`src/rtl/psimd_operand_fetch_if.sv`:
```
// Handshake and register-file bus of the PSIMD operand fetch sequencer.
// The slave modport is the sequencer's view; the master modport is its environment.
interface psimd_operand_fetch_if #(
  parameter int unsigned REG_WIDTH  = 64,
  parameter int unsigned ADDR_WIDTH = 5,
  parameter int unsigned OP_WIDTH   = 4
);
  logic                  issue_valid;
  logic                  issue_ready;
  logic [OP_WIDTH-1:0]   issue_op;
  logic [1:0]            issue_nsrc;
  logic [ADDR_WIDTH-1:0] issue_rs1;
  logic [ADDR_WIDTH-1:0] issue_rs2;
  logic [ADDR_WIDTH-1:0] issue_rs3;

  logic                  rf_rd_en;
  logic [ADDR_WIDTH-1:0] rf_rd_addr;
  logic [REG_WIDTH-1:0]  rf_rd_data;

  logic                  wb_en;
  logic [ADDR_WIDTH-1:0] wb_addr;
  logic [REG_WIDTH-1:0]  wb_data;

  logic                  out_valid;
  logic                  out_ready;
  logic [OP_WIDTH-1:0]   out_op;
  logic [REG_WIDTH-1:0]  data1;
  logic [REG_WIDTH-1:0]  data2;
  logic [REG_WIDTH-1:0]  data3;

  modport slave (
    input  issue_valid, issue_op, issue_nsrc, issue_rs1, issue_rs2, issue_rs3,
    input  rf_rd_data, wb_en, wb_addr, wb_data, out_ready,
    output issue_ready, rf_rd_en, rf_rd_addr, out_valid, out_op, data1, data2, data3
  );

  modport master (
    output issue_valid, issue_op, issue_nsrc, issue_rs1, issue_rs2, issue_rs3,
    output rf_rd_data, wb_en, wb_addr, wb_data, out_ready,
    input  issue_ready, rf_rd_en, rf_rd_addr, out_valid, out_op, data1, data2, data3
  );
endinterface

```
`src/rtl/psimd_operand_fetch.sv`:
```
// Operand fetch sequencer: reads up to three sources through one synchronous RF port,
// forwards writebacks that race a read, and presents the operands under valid/ready.
module psimd_operand_fetch #(
  parameter int unsigned REG_WIDTH  = 64,
  parameter int unsigned ADDR_WIDTH = 5,
  parameter int unsigned OP_WIDTH   = 4
) (
  input  logic                   clk,
  input  logic                   rst_n,
  psimd_operand_fetch_if.slave   bus_io
);

  typedef enum logic [2:0] {StIdle, StRd1, StRd2, StRd3, StCap, StValid} state_e;

  state_e                          state_q, state_d;
  logic [OP_WIDTH-1:0]             op_q;
  logic [1:0]                      nsrc_q;
  logic [2:0][ADDR_WIDTH-1:0]      rs_q;
  logic [2:0][REG_WIDTH-1:0]       data_q;
  logic                            fwd_hit_q;
  logic [REG_WIDTH-1:0]            fwd_data_q;

  logic                            accept;
  logic                            rd_en;
  logic [ADDR_WIDTH-1:0]           rd_addr;
  logic [2:0]                      cap_sel;
  logic [REG_WIDTH-1:0]            cap_data;
  logic                            wb_hit;

  assign accept   = bus_io.issue_valid && bus_io.issue_ready;
  assign wb_hit   = rd_en && bus_io.wb_en && (bus_io.wb_addr == rd_addr);
  assign cap_data = fwd_hit_q ? fwd_data_q : bus_io.rf_rd_data;

  always_ff @(posedge clk or negedge rst_n) begin
    if (!rst_n) begin
      state_q <= StIdle;
    end else begin
      state_q <= state_d;
    end
  end

  always_comb begin
    state_d = state_q;
    unique case (state_q)
      StIdle: begin
        if (accept) state_d = (bus_io.issue_nsrc == 2'd0) ? StValid : StRd1;
      end
      StRd1:  state_d = (nsrc_q > 2'd1) ? StRd2 : StCap;
      StRd2:  state_d = (nsrc_q > 2'd2) ? StRd3 : StCap;
      StRd3:  state_d = StCap;
      StCap:  state_d = StValid;
      StValid: begin
        if (bus_io.out_ready) begin
          if (accept) state_d = (bus_io.issue_nsrc == 2'd0) ? StValid : StRd1;
          else        state_d = StIdle;
        end
      end
      default: state_d = StIdle;
    endcase
  end

  // Operand k-1 lands on rf_rd_data during RDk; the last one lands during CAP.
  always_comb begin
    rd_en     = 1'b0;
    rd_addr   = '0;
    cap_sel   = 3'b000;
    bus_io.out_valid = 1'b0;
    unique case (state_q)
      StRd1: begin
        rd_en   = 1'b1;
        rd_addr = rs_q[0];
      end
      StRd2: begin
        rd_en   = 1'b1;
        rd_addr = rs_q[1];
        cap_sel = 3'b001;
      end
      StRd3: begin
        rd_en   = 1'b1;
        rd_addr = rs_q[2];
        cap_sel = 3'b010;
      end
      StCap:   cap_sel = 3'b001 << (nsrc_q - 2'd1);
      StValid: bus_io.out_valid = 1'b1;
      default: ;
    endcase
    bus_io.issue_ready = rst_n &&
                         ((state_q == StIdle) || ((state_q == StValid) && bus_io.out_ready));
  end

  always_ff @(posedge clk or negedge rst_n) begin
    if (!rst_n) begin
      op_q       <= '0;
      nsrc_q     <= '0;
      rs_q       <= '0;
      data_q     <= '0;
      fwd_hit_q  <= 1'b0;
      fwd_data_q <= '0;
    end else begin
      if (accept) begin
        op_q   <= bus_io.issue_op;
        nsrc_q <= bus_io.issue_nsrc;
        rs_q   <= {bus_io.issue_rs3, bus_io.issue_rs2, bus_io.issue_rs1};
        data_q <= '0;
      end else begin
        for (int i = 0; i < 3; i++) begin
          if (cap_sel[i]) data_q[i] <= cap_data;
        end
      end
      // The RF is read-before-write, so a write racing the read must be replayed here.
      fwd_hit_q <= wb_hit;
      if (wb_hit) fwd_data_q <= bus_io.wb_data;
    end
  end

  assign bus_io.rf_rd_en   = rd_en;
  assign bus_io.rf_rd_addr = rd_addr;
  assign bus_io.out_op     = op_q;
  assign bus_io.data1      = data_q[0];
  assign bus_io.data2      = data_q[1];
  assign bus_io.data3      = data_q[2];

endmodule

```
`src/flat_wrapper.sv`:
```
// flat-port wrapper written by rule: the top's interface ports become plain ports
module psimd_operand_fetch_flat 
#(
  parameter int unsigned REG_WIDTH  = 64,
  parameter int unsigned ADDR_WIDTH = 5,
  parameter int unsigned OP_WIDTH   = 4
)
  (clk, rst_n, bus_io_issue_valid, bus_io_issue_op, bus_io_issue_nsrc, bus_io_issue_rs1, bus_io_issue_rs2, bus_io_issue_rs3, bus_io_rf_rd_data, bus_io_wb_en, bus_io_wb_addr, bus_io_wb_data, bus_io_out_ready, bus_io_issue_ready, bus_io_rf_rd_en, bus_io_rf_rd_addr, bus_io_out_valid, bus_io_out_op, bus_io_data1, bus_io_data2, bus_io_data3);
  psimd_operand_fetch_if #(.REG_WIDTH(REG_WIDTH), .ADDR_WIDTH(ADDR_WIDTH), .OP_WIDTH(OP_WIDTH)) bus_io_i ();
  input  logic clk;
  input  logic rst_n;
  input wire logic [$bits(bus_io_i.issue_valid)-1:0] bus_io_issue_valid;
  input wire logic [$bits(bus_io_i.issue_op)-1:0] bus_io_issue_op;
  input wire logic [$bits(bus_io_i.issue_nsrc)-1:0] bus_io_issue_nsrc;
  input wire logic [$bits(bus_io_i.issue_rs1)-1:0] bus_io_issue_rs1;
  input wire logic [$bits(bus_io_i.issue_rs2)-1:0] bus_io_issue_rs2;
  input wire logic [$bits(bus_io_i.issue_rs3)-1:0] bus_io_issue_rs3;
  input wire logic [$bits(bus_io_i.rf_rd_data)-1:0] bus_io_rf_rd_data;
  input wire logic [$bits(bus_io_i.wb_en)-1:0] bus_io_wb_en;
  input wire logic [$bits(bus_io_i.wb_addr)-1:0] bus_io_wb_addr;
  input wire logic [$bits(bus_io_i.wb_data)-1:0] bus_io_wb_data;
  input wire logic [$bits(bus_io_i.out_ready)-1:0] bus_io_out_ready;
  output wire logic [$bits(bus_io_i.issue_ready)-1:0] bus_io_issue_ready;
  output wire logic [$bits(bus_io_i.rf_rd_en)-1:0] bus_io_rf_rd_en;
  output wire logic [$bits(bus_io_i.rf_rd_addr)-1:0] bus_io_rf_rd_addr;
  output wire logic [$bits(bus_io_i.out_valid)-1:0] bus_io_out_valid;
  output wire logic [$bits(bus_io_i.out_op)-1:0] bus_io_out_op;
  output wire logic [$bits(bus_io_i.data1)-1:0] bus_io_data1;
  output wire logic [$bits(bus_io_i.data2)-1:0] bus_io_data2;
  output wire logic [$bits(bus_io_i.data3)-1:0] bus_io_data3;
  assign bus_io_i.issue_valid = bus_io_issue_valid;
  assign bus_io_i.issue_op = bus_io_issue_op;
  assign bus_io_i.issue_nsrc = bus_io_issue_nsrc;
  assign bus_io_i.issue_rs1 = bus_io_issue_rs1;
  assign bus_io_i.issue_rs2 = bus_io_issue_rs2;
  assign bus_io_i.issue_rs3 = bus_io_issue_rs3;
  assign bus_io_i.rf_rd_data = bus_io_rf_rd_data;
  assign bus_io_i.wb_en = bus_io_wb_en;
  assign bus_io_i.wb_addr = bus_io_wb_addr;
  assign bus_io_i.wb_data = bus_io_wb_data;
  assign bus_io_i.out_ready = bus_io_out_ready;
  assign bus_io_issue_ready = bus_io_i.issue_ready;
  assign bus_io_rf_rd_en = bus_io_i.rf_rd_en;
  assign bus_io_rf_rd_addr = bus_io_i.rf_rd_addr;
  assign bus_io_out_valid = bus_io_i.out_valid;
  assign bus_io_out_op = bus_io_i.out_op;
  assign bus_io_data1 = bus_io_i.data1;
  assign bus_io_data2 = bus_io_i.data2;
  assign bus_io_data3 = bus_io_i.data3;
  psimd_operand_fetch #(.REG_WIDTH(REG_WIDTH), .ADDR_WIDTH(ADDR_WIDTH), .OP_WIDTH(OP_WIDTH)) u_core (.clk(clk), .rst_n(rst_n), .bus_io(bus_io_i));
endmodule
```
`config.mk`:
```
export PLATFORM = sky130hd
export DESIGN_NAME = psimd_operand_fetch_flat
export DESIGN_NICKNAME = d
export VERILOG_FILES = /design/src/rtl/psimd_operand_fetch_if.sv /design/src/rtl/psimd_operand_fetch.sv /design/src/flat_wrapper.sv
export SDC_FILE = /design/constraint.sdc
export NUM_CORES = 1
export LEC_CHECK = 0
export BUFFER_PORTS_ARGS = -buffer_cell sky130_fd_sc_hd__clkbuf_2
export CORE_MARGIN = 2
export CORE_UTILIZATION = 57
export CTS_BUF_LIST = sky130_fd_sc_hd__clkbuf_4
export CTS_CLUSTER_SIZE = 12
export DETAILED_ROUTE_END_ITERATION = 16
export GPL_TIMING_DRIVEN = 1
export MAX_ROUTING_LAYER = met4
export PLACE_DENSITY = 0.86
export SYNTH_ARGS = -nofsm -noshare
export SYNTH_HDL_FRONTEND = slang
export SYNTH_SLANG_ARGS = --single-unit
export TNS_END_PERCENT = 100
```
`constraint.sdc`:
```
create_clock -name clk -period 6.55 [get_ports clk]
set_clock_uncertainty 0.1 [all_clocks]
set_input_delay 0 -clock clk [delete_from_list [all_inputs] [get_ports clk]]
set_output_delay 0 -clock clk [all_outputs]
set_load 0.01 [all_outputs]
```
==> impl_metrics.tcl <==
set metrics [dict create \
    max_slew.worst_pin.slew_ps 1220 \
    synth-compound-area-share_pct 13.7 \
    numCtsBuffers 73 \
    vias 11030 \
    drtIter0Drc 743 \
    nets 1709 \
    track_usage_pct 38.6 \
    synth.area.mux_share_pct 14.1 \
    antenna_found_initial 4 \
    vdd_ir_drop_max_v 0.000278 \
    grt_pass1_vias 11876 \
    synth_top_family_by_area "multiplexers" \
    cts_setup_buffers 0 \
    p_leak_nw 7.89 \
    wl_per_cell_um 21.6 \
    synthAdderAreaFrac_pct 0 \
    dp.cells 1542 \
    rows 52 \
    htreeDepth 3 \
    die_height_um 147 \
    antenna_left 0 \
    max_slew_margin_pct 18.6 \
    grt_setup_unrepaired "no" \
    worstSetupEndpointType "register" \
    grt_util_met2_pct 63.8 \
    cpPeakStageDelay_ps 910 \
    dieArea_mm2 0.0216 \
    grt_max_degree 120 \
    synthXorXnorAreaFrac_pct 0.0750 \
    cts_tree "done" \
    seq_area_frac_synth_pct 60.2 \
    async_reset_ff_share_pct 100 \
    design_area_mm2 0.0166 \
    start_util_pct 57.9 \
    critPathLaunchType "register" \
    portBuffers 362 \
    grt_use_met1_pct 43.1 \
    stdcell_count 1867 \
    finalSetupViolCount 0 \
    routed_wl_um 40400 \
    cts_sinks 281 \
    p_per_area_mw_per_mm2 441 \
    ys_warn_count 0 \
    overflow 0 \
    dp_slack_ps 3150 \
    clockBufferDepth 3 \
    worstPathArrival_ps 4180 \
    worstPathRequired_ps 6940 \
    crit_chain "nor2b_1, nand2_1, nand3_1, nand4_1, dlygate4sd3_1, nor4_4, buf_4, mux2_1" \
    synthFlopType "dfrtp_1" \
    worst-path-max-fanout 33 \
    synth-seq-cells 281 \
    grt_pass1_wl_um 63200 \
    clock_latency_ps 670 \
    use_met3_pct 8.20 \
    drt-vias-per-instance 5.91 \
    dp_hpwl_um 20600 \
    firstDrtPassIters 7 \
    synth_simple_gate_area_share_pct 8.38 \
    place_congestion 0.872 \
    busiest_layer "met2" \
    status "finished, final reports clean" \
    cts.clk_slew.worst_paths_ps 80 \
    syn_nets 1143 \
    final.setup.tns_ps 0 \
    synth_area_mm2 0.0117 \
    drc 0 \
    min_period_over_period_pct 58.0 \
    syn_area_per_cell_um2 11.9 \
    setup_ws_ps 2750 \
    hp-class "in2reg" \
    ios 363 \
    worstSetupPathType "reg2reg" \
    cap_violations 0 \
    place_area_mm2 0.0136 \
    clockRootBuffer "clkbuf_4" \
    synthToLayoutAreaGrowth_pct 42.0 \
    rrSetupSlack_ps 2750 \
    synthDistinctLibCells 36 \
    maxSlewViolCount 0 \
    period_needed_ps 3800 \
    hold_viol_final 0 \
    die_x_um 147 \
    critPathSlowestCell "dfrtp_1" \
    core_area_mm2 0.0202 \
    crit_family "buffers and inverters" \
    clock.fmax_ghz 0.263 \
    critPathBufInv 2 \
    netlist_instances 984 \
    synth_edf_count 0 \
    drive_above_1_share_pct 33.1 \
]
-- metrics by stage --
step / total power, W / hold slack, ps / utilization, %
finish: 0.00732 / 24.9 / 82.2
global route: 0.00772 / 0.597 / 82.2
CTS: 0.00709 / 0.359 / 81.9
detailed placement: 0.00541 / 87.2 / 67.3
global placement: 0.00528 / 81.4 / 67.3
floorplan: 0.00434 / -396 / -
-- registers in the layout (all words and copies together), names as in the netlist --
signal,cells
u_core.bus_io.data1,64
u_core.bus_io.data2,64
u_core.bus_io.data3,64
u_core.bus_io.out_op,4
u_core.fwd_data_q,64
u_core.fwd_hit_q,1
u_core.nsrc_q,2
u_core.rs_q,15
u_core.state_q,3
-- worst register-to-register path, delay by kind of cell, from the launching register on --
family | cells | cell delay, ps
multiplexers | 1 | 420
flip-flops | 1 | 910
buffers and inverters | 2 | 1160
AND/OR/NAND/NOR | 5 | 1060
-- metal layers --
metal	vias up	share of wire, %
met5	-	0
met4	0	6.5
met3	224	7.8
met2	730	51
met1	5370	34
li1	4706	-
-- synth_stat cells (all sizes together) (4+ instances only) --
cell type | count | share of area (%)
nand2 | 75 | 2.4
clkbuf | 50 | 1.6
o31ai | 65 | 4.2
buf | 36 | 1.8
nand3 | 7 | 0.30
nor3 | 6 | 0.26
mux2i | 67 | 5.7
a211oi | 129 | 8.3
nor2b | 4 | 0.21
o21ai | 4 | 0.17
dfrtp | 281 | 60
nor2 | 142 | 4.6
a21oi | 7 | 0.30
mux2 | 87 | 8.4
-- cell usage in the layout, fill, tap and decap left out, types with 2 or more instances in the layout --
cell type / n
o21ai_0: 4
a31oi_1: 2
mux2_1: 49
bufinv_16: 4
a21oi_1: 7
nor3_1: 6
clkinv_1: 10
clkbuf_4: 102
nor2_4: 2
inv_1: 3
nand2_1: 75
a221oi_1: 2
dfrtp_1: 280
nand2b_1: 3
nor2_1: 140
a211oi_1: 129
nor2b_1: 4
clkbuf_2: 361
dlygate4sd3_1: 202
mux2_2: 38
diode_2: 4
buf_4: 11
mux2i_1: 67
nand3_1: 7
o31ai_1: 65
-- power by group --
part	switching [W]	leakage [nW]	internal, W	total, W
sequential	0.000496	3.59	0.00241	0.00291
combinational	0.00166	3.76	0.00113	0.00279
clock	0.000749	0.546	0.000871	0.00162
-- final timing paths --
check / depth (start not counted) / endpoint / from
worst max register to register: 8 / u_core.fwd_data_q[48]$_DFFE_PN0P_ / u_core.state_q[0]$_DFFE_PN0P_
worst max-delay path: 8 / u_core.fwd_data_q[48]$_DFFE_PN0P_ / u_core.state_q[0]$_DFFE_PN0P_
max in group asynchronous: 4 / u_core.fwd_hit_q$_DFF_PN0_ / rst_n
worst min-delay path: 3 / u_core.fwd_data_q[57]$_DFFE_PN0P_ / bus_io_wb_data[57]
worst min register to register: 2 / u_core.bus_io.data1[48]$_DFFE_PN0P_ / u_core.bus_io.data1[48]$_DFFE_PN0P_
min in group asynchronous: 3 / u_core.bus_io.data3[21]$_DFFE_PN0P_ / rst_n
-- cells by family after synthesis --
logic type                Yosys count
DFF                               281
and+or+nand+nor                   243
muxes                             154
AOI/OAI and AO/OA                 216
xor gates and xnor gates            1
buffers and inverters              89
-- layout make-up --
type                            count  area [um^2]
Sequential cell                   281         7040
Multi-Input combinational cell    614         4270
Timing Repair Buffer              577         3970
Fill cell                        1026         3590
Clock buffer                      102          766
Tap cell                          270          338
Clock inverter                     16          170
Inverter                            3         11.3
Antenna cell                        4         10.0
-- timing repair --
action / in CTS / in global routing
hold buffers: 199 / 4
hold endpoints to repair: 405 / 4
gates resized for setup: 0 / 0
No activity file was read; power rests on OpenSTA's default activity.
